--- src/rtl/mem_pkg.sv ---
// Shared types and constants for the CPU/video memory arbiter.
// Holds the FSM encoding, the grant owner and the timeout error word.
package mem_pkg;

    typedef enum logic [1:0] {
        ST_IDLE = 2'd0,
        ST_CPU  = 2'd1,
        ST_VID  = 2'd2
    } state_t;

    typedef enum logic {
        OWN_CPU = 1'b0,
        OWN_VID = 1'b1
    } owner_t;

    localparam logic [31:0] ERR_WORD = 32'hFFFF_FFFF;
    localparam int          CNT_W    = 8;

endpackage

--- src/rtl/mem_timeout.sv ---
// Memory-ack watchdog: cleared while the port is idle, counts busy cycles
// without an ack, and flags the last cycle an access is allowed to take.
module mem_timeout #(
    parameter int TMO = 16
) (
    input  logic clk,
    input  logic rst,
    input  logic clr,
    input  logic en,
    output logic term
);
    import mem_pkg::*;

    localparam logic [CNT_W-1:0] LAST = CNT_W'(TMO - 1);

    logic [CNT_W-1:0] cnt;

    always_ff @(posedge clk) begin
        if (!rst || clr)
            cnt <= '0;
        else if (en && !term)
            cnt <= cnt + 1'b1;
    end

    assign term = (cnt == LAST);

endmodule

--- src/rtl/mem_arbiter.sv ---
// Two-requester (CPU, video refresh) arbiter for a single memory port.
// One access at a time, alternating priority on conflict, ack timeout with sticky err.
module mem_arbiter #(
    parameter int AW  = 24,
    parameter int TMO = 16
) (
    input  logic          clk,
    input  logic          rst,
    input  logic          cpu_req,
    input  logic          cpu_we,
    input  logic          cpu_ben,
    input  logic [AW-1:0] cpu_adr,
    input  logic [31:0]   cpu_wdata,
    output logic [31:0]   cpu_rdata,
    output logic          cpu_ack,
    output logic          cpu_stall,
    input  logic          vid_req,
    input  logic [AW-1:0] vid_adr,
    output logic [31:0]   vid_rdata,
    output logic          vid_ack,
    output logic          mem_req,
    output logic          mem_we,
    output logic          mem_ben,
    output logic [AW-1:0] mem_adr,
    output logic [31:0]   mem_wdata,
    input  logic [31:0]   mem_rdata,
    input  logic          mem_ack,
    output logic          err
);
    import mem_pkg::*;

    localparam logic [AW-1:0] WORD_MASK = ~AW'(3);

    state_t        state, state_nx;
    owner_t        last_gnt;
    logic [AW-1:0] adr_q;
    logic          we_q, ben_q;
    logic [31:0]   wdata_q;
    logic [31:0]   cpu_rdata_q, vid_rdata_q, rdata_w;
    logic          busy, done, tmo_hit, grant_cpu, grant_vid;

    mem_timeout #(.TMO(TMO)) u_tmo (
        .clk  (clk),
        .rst  (rst),
        .clr  (!busy),
        .en   (busy && !mem_ack),
        .term (tmo_hit)
    );

    always_ff @(posedge clk) begin
        if (!rst)
            state <= ST_IDLE;
        else
            state <= state_nx;
    end

    // On a conflict the side that did not win last time is granted.
    always_comb begin
        state_nx  = state;
        grant_cpu = 1'b0;
        grant_vid = 1'b0;
        done      = 1'b0;
        case (state)
            ST_IDLE: begin
                if (cpu_req && (!vid_req || last_gnt == OWN_VID)) begin
                    grant_cpu = 1'b1;
                    state_nx  = ST_CPU;
                end else if (vid_req) begin
                    grant_vid = 1'b1;
                    state_nx  = ST_VID;
                end
            end
            ST_CPU, ST_VID: begin
                done = mem_ack || tmo_hit;
                if (done)
                    state_nx = ST_IDLE;
            end
            default: state_nx = ST_IDLE;
        endcase
    end

    assign busy      = (state != ST_IDLE);
    assign mem_req   = busy;
    assign mem_we    = busy && we_q;
    assign mem_ben   = busy && ben_q;
    assign mem_adr   = adr_q;
    assign mem_wdata = wdata_q;

    // A real ack wins over a coincident timeout; reset suppresses any completion.
    assign rdata_w   = mem_ack ? mem_rdata : ERR_WORD;
    assign cpu_ack   = rst && done && (state == ST_CPU);
    assign vid_ack   = rst && done && (state == ST_VID);
    assign cpu_rdata = cpu_ack ? rdata_w : cpu_rdata_q;
    assign vid_rdata = vid_ack ? rdata_w : vid_rdata_q;
    assign cpu_stall = cpu_req && !cpu_ack;

    always_ff @(posedge clk) begin
        if (!rst) begin
            last_gnt    <= OWN_CPU;
            err         <= 1'b0;
            cpu_rdata_q <= '0;
            vid_rdata_q <= '0;
            adr_q       <= '0;
            we_q        <= 1'b0;
            ben_q       <= 1'b0;
            wdata_q     <= '0;
        end else begin
            if (grant_cpu) begin
                adr_q   <= cpu_adr;
                we_q    <= cpu_we;
                ben_q   <= cpu_ben;
                wdata_q <= cpu_wdata;
            end else if (grant_vid) begin
                adr_q   <= vid_adr & WORD_MASK;
                we_q    <= 1'b0;
                ben_q   <= 1'b0;
                wdata_q <= '0;
            end
            if (done) begin
                last_gnt <= (state == ST_VID) ? OWN_VID : OWN_CPU;
                if (!mem_ack)
                    err <= 1'b1;
            end
            if (cpu_ack)
                cpu_rdata_q <= rdata_w;
            if (vid_ack)
                vid_rdata_q <= rdata_w;
        end
    end

endmodule

--- config.mk ---
export PLATFORM = sky130hd
export DESIGN_NAME = mem_arbiter
export DESIGN_NICKNAME = d
export VERILOG_FILES = /design/src/rtl/mem_pkg.sv /design/src/rtl/mem_timeout.sv /design/src/rtl/mem_arbiter.sv
export SDC_FILE = /design/constraint.sdc
export NUM_CORES = 1
export LEC_CHECK = 0
export CAP_MARGIN = 10
export CORE_ASPECT_RATIO = 0.75
export CORE_MARGIN = 1
export CORE_UTILIZATION = 28
export DETAILED_ROUTE_END_ITERATION = 16
export PLACE_DENSITY = 0.65
export SLEW_MARGIN = 0
export SYNTH_ARGS = -nofsm -noshare
export SYNTH_HDL_FRONTEND = slang
export SYNTH_SLANG_ARGS = --single-unit
--- constraint.sdc ---
create_clock -name clk -period 3.1 [get_ports clk]
set_clock_uncertainty 0.2 [all_clocks]
set_input_delay 0.93 -clock clk [delete_from_list [all_inputs] [get_ports clk]]
set_output_delay 0.93 -clock clk [all_outputs]
set_load 0.05 [all_outputs]
==> metrics.txt <==
# TYPE chip_impl_metric gauge
chip_impl_metric{name="irDropWorstVdd",unit="uV"} 301
chip_impl_metric{name="synth_sequential_area_ratio",unit="%"} 42.5
chip_impl_metric{name="period_needed",unit="ns"} 3.26
chip_impl_metric{name="ffs_w_async_s_r_synth",unit="%"} 0
chip_impl_metric{name="cts.path.max_buffers",unit=""} 2
chip_impl_metric{name="post_route_setup_tns",unit="ns"} -6.17
chip_impl_metric{name="hold_buffers",unit=""} 0
chip_impl_metric{name="gp_routability_congestion",unit=""} 0.779
chip_impl_metric{name="count_of_synthesis_stage_warnings_from_yosys",unit=""} 0
chip_impl_metric{name="io_pins",unit=""} 246
chip_impl_metric{name="detailed_place_hpwl",unit="um"} 13800
chip_impl_metric{name="detailedPlace.worstSlack",unit="ns"} -0.167
chip_impl_metric{name="floorplan_die_width",unit="um"} 175
chip_impl_info{name="startpoint_type_of_the_worst_setup_path",value="flip-flop"} 1
chip_impl_info{name="outcome",value="complete, but fails checks"} 1
chip_impl_metric{name="synth.mux.area_fraction",unit="%"} 0.159
chip_impl_metric{name="power_switching_share",unit="%"} 30.5
chip_impl_metric{name="floorplan_row_count",unit=""} 47
chip_impl_metric{name="post_synth_and_or_nand_nor_area_fraction",unit="%"} 20.5
chip_impl_metric{name="wl_per_cell",unit="um"} 17.9
chip_impl_metric{name="sequentialPowerShare",unit="%"} 33.5
chip_impl_metric{name="p_per_area",unit="nW/um^2"} 419
chip_impl_metric{name="cts.sinks",unit=""} 134
chip_impl_metric{name="area_growth",unit="%"} 107
chip_impl_metric{name="tightestPinTransition",unit="ns"} 0.694
chip_impl_metric{name="timing.fmax",unit="MHz"} 307
chip_impl_metric{name="drt_drc_violations_left",unit=""} 0
chip_impl_metric{name="timing.critical_path.fanout_max",unit=""} 8
chip_impl_info{name="synth_ff_type",value="dfxtp_1"} 1
chip_impl_metric{name="synth-seq-cells",unit=""} 134
chip_impl_metric{name="cellInternalPower",unit="mW"} 3.79
chip_impl_metric{name="vias_per_cell",unit=""} 4.85
chip_impl_metric{name="grt_antenna_before_repair",unit=""} 0
chip_impl_metric{name="synth_compound_area_share",unit="%"} 29.4
chip_impl_metric{name="total_number_of_h_tree_levels",unit=""} 4
chip_impl_metric{name="drv.max_cap_violation_count",unit=""} 0
chip_impl_metric{name="timing.critical_path.arrival",unit="ns"} 2.13
chip_impl_metric{name="via_count_of_the_first_global_routing_pass",unit=""} 6748
chip_impl_metric{name="synthesized_netlist_net_count",unit=""} 875
chip_impl_metric{name="pwr-share-clk",unit="%"} 40.9
chip_impl_metric{name="wire_length_of_the_first_global_routing_pass",unit="um"} 37200
chip_impl_metric{name="clock_insertion_delay_at_the_later_pin_of_the_skew_report",unit="ns"} 0.41
chip_impl_metric{name="die_area",unit="um^2"} 23100
chip_impl_metric{name="drt_wl_total",unit="um"} 24600
chip_impl_metric{name="tritoncts.num_buffers",unit=""} 17
chip_impl_metric{name="combinationalPowerShare",unit="%"} 25.6
chip_impl_metric{name="core_area",unit="um^2"} 22100
chip_impl_metric{name="net-switching-power",unit="mW"} 1.67
chip_impl_info{name="clockRootBuffer",value="clkbuf_16"} 1
chip_impl_metric{name="avgSynthCellArea",unit="um^2"} 8.39
chip_impl_metric{name="dr.first_iter.drc_count",unit=""} 391
chip_impl_metric{name="grt_met1_use",unit="%"} 26.2
chip_impl_metric{name="cp.required",unit="ns"} 1.97
chip_impl_metric{name="synth_edf_count",unit=""} 0
chip_impl_metric{name="start_util",unit="%"} 28.6
chip_impl_metric{name="pin_count_of_the_biggest_net_entering_global_routing",unit=""} 76
chip_impl_metric{name="grt_usage",unit="%"} 20.5
chip_impl_metric{name="chipHeight",unit="um"} 132
chip_impl_info{name="timing_worst_setup_path_type",value="flip-flop to primary output"} 1
chip_impl_metric{name="postSynthCellCount",unit=""} 752
chip_impl_info{name="failed_checks",value="setup timing"} 1
chip_impl_metric{name="final_net_count",unit=""} 1191
chip_impl_metric{name="grt.overflow.total",unit=""} 0
chip_impl_metric{name="crit_share_post_route",unit="%"} 105
chip_impl_metric{name="gr-usage-met3",unit="%"} 5.85
chip_impl_info{name="worstHoldPathType",value="flip-flop to flip-flop"} 1
chip_impl_metric{name="antenna-diode-count",unit=""} 0
chip_impl_metric{name="timing.final.setup_violations",unit=""} 63
chip_impl_metric{name="synth_xor_area_share",unit="%"} 0.833
chip_impl_metric{name="drtAntennaViolNets",unit=""} 0
chip_impl_metric{name="placement.io_buffers",unit=""} 243
chip_impl_info{name="grt_setup_unrepaired",value="true"} 1
chip_impl_metric{name="synth_cell_type_count",unit=""} 38
chip_impl_info{name="grt-busiest-layer",value="met2"} 1
chip_impl_metric{name="final_hold_vios",unit=""} 0
chip_impl_metric{name="timing.final.ws_setup",unit="ns"} -0.156
chip_impl_metric{name="gr_met2_demand_resource",unit="%"} 33.6
chip_impl_metric{name="synth_fa_ha_area_share",unit="%"} 0.793
chip_impl_info{name="main_combinational_cell_family_by_area_after_synthesis",value="compound AO/OA/AOI/OAI gates"} 1
chip_impl_metric{name="clk_transition_reported_paths",unit="ns"} 0.07
chip_impl_metric{name="drtPass1Iterations",unit=""} 5
chip_impl_metric{name="syn_area",unit="um^2"} 6310
chip_impl_metric{name="pleak",unit="nW"} 4.62
chip_impl_metric{name="final_max_slew_viol_count",unit=""} 0
chip_impl_info{name="timing.critical_path.to_type",value="primary output"} 1
chip_impl_metric{name="max_slew_margin",unit="%"} 53.7
chip_impl_info{name="tritoncts_clock_tree",value="built"} 1
chip_impl_metric{name="via_count",unit=""} 6669
chip_impl_metric{name="drive_gt1_share",unit="%"} 37.3
[per-stage QoR]
step           hold slack [ns]  area, um^2  instances  util, %  total power [mW]
2_1_floorplan            0.248        6970        752        -              2.57
3_3_place_gp             0.241       10600       1282     48.2              3.06
3_5_place_dp             0.244       10600       1282     48.2              3.07
4_1_cts                  0.253       12600       1357     57.1              5.44
5_1_grt                  0.268       13000       1375     59.1              5.67
6_report                 0.252       13000       1375     59.1              5.46
[flip-flops by register name, indices dropped and copies added, names as in the netlist]
signal       flops
mem_adr         24
err              1
cpu_rdata_q     32
we_q             1
ben_q            1
state            2
vid_rdata_q     32
u_tmo.cnt        8
last_gnt         1
mem_wdata       32
[final cells by class]
| cell class | count | area (um^2) |
|---|---|---|
| fill | 1806 | 9020 |
| tap | 294 | 368 |
| clock inverter | 15 | 215 |
| timing repair buffer | 365 | 4760 |
| clock buffer | 17 | 425 |
| inverter | 5 | 21.3 |
| sequential | 134 | 2690 |
| multi-input combinational | 545 | 4550 |
[layer usage]
layer | wire, um | part of all wire [%]
met3 | 1490 | 6.1
met2 | 11700 | 48
met1 | 11100 | 45
met4 | 334 | 1.4
met5 | 0 | 0
[cells in the final DEF, fill, tap and decap left out, types with 2 or more instances in the layout]
| cell | Yosys | final |
|---|---|---|
| bufinv_16 | 0 | 4 |
| buf_16 | 0 | 8 |
| inv_1 | 5 | 3 |
| xnor2_1 | 5 | 5 |
| buf_6 | 0 | 17 |
| ha_4 | 0 | 3 |
| and2_1 | 22 | 22 |
| a21oi_2 | 60 | 14 |
| buf_12 | 3 | 92 |
| nor2_1 | 73 | 71 |
| clkinv_4 | 0 | 4 |
| o22ai_1 | 23 | 23 |
| nand3_1 | 2 | 2 |
| and3_4 | 0 | 3 |
| clkdlybuf4s50_1 | 0 | 171 |
| nand2_1 | 34 | 34 |
| nand2b_1 | 34 | 34 |
| nand4b_1 | 2 | 2 |
| a21oi_1 | 75 | 4 |
| a21boi_1 | 8 | 8 |
| a21oi_4 | 0 | 117 |
| buf_4 | 1 | 55 |
| dfxtp_1 | 134 | 127 |
| nor2b_2 | 0 | 22 |
| a21boi_0 | 14 | 14 |
| nor2b_1 | 71 | 47 |
| clkbuf_16 | 0 | 23 |
| dfxtp_2 | 0 | 6 |
| inv_6 | 0 | 6 |
| a22oi_1 | 36 | 36 |
| buf_8 | 1 | 15 |
| nor2b_4 | 0 | 2 |
| o21ai_0 | 66 | 66 |
[power groups by stage]
stage	sequential, mW	combinational [mW]	clock, mW
after detailed placement	1.86	1.20	0
after CTS	1.83	1.34	2.27
final	1.83	1.40	2.23
after floorplan	2.05	0.518	0
after global placement	1.86	1.20	0
after global routing	1.84	1.48	2.35
[repair_timing]
action,4_1_cts,5_1_grt
cloned,14,6
buffers inserted,32,24
hold endpoints to repair,0,0
endpoints found under the setup margin,67,65
resized for setup,127,69
pin swaps,36,30
[path summary, 6_finish.rpt]
check                    start         endpoint  slack (ns)  depth (start not counted)
setup reg to reg  u_tmo.cnt[1]  vid_rdata_q[27]        1.09                          9
hold / removal     mem_adr[17]      mem_adr[17]        0.25                          2
setup / recovery  u_tmo.cnt[1]     cpu_rdata[7]       -0.16                          8
hold reg to reg    mem_adr[17]      mem_adr[17]        0.25                          2
[worst max-delay path, cell delays in order, from the launching register on]
cell       delay, ns
dfxtp_2         0.33
ha_4            0.16
and3_4          0.18
a21o_4          0.28
buf_12          0.16
clkbuf_16       0.18
a21oi_4         0.20
a21oi_4         0.06
buf_12          0.15
[cell families after synthesis]
family | count (synthesis)
fa+ha+maj | 4
buf+inv | 73
xor+xnor | 6
flops | 134
simple gates | 247
mux | 1
compound gates | 287
[synth_stat cells, types with 2 or more instances]
cell / number / area share [%]
dfxtp_1: 134 / 43
a21oi_1: 75 / 6.0
nor2_1: 73 / 4.3
nor2b_1: 71 / 7.0
o21ai_0: 66 / 5.2
a21oi_2: 60 / 8.3
clkbuf_1: 38 / 2.3
a22oi_1: 36 / 4.3
nand2_1: 34 / 2.0
nand2b_1: 34 / 3.4
o22ai_1: 23 / 2.3
and2_1: 22 / 2.2
buf_2: 21 / 1.7
a21boi_0: 14 / 1.7
a21boi_1: 8 / 0.95
inv_1: 5 / 0.30
xnor2_1: 5 / 0.69
buf_1: 4 / 0.24
ha_1: 4 / 0.79
and3_1: 3 / 0.30
buf_12: 3 / 0.95
nand3_1: 2 / 0.16
nand4b_1: 2 / 0.28
Note: power is estimated with default switching activity, not from simulation.
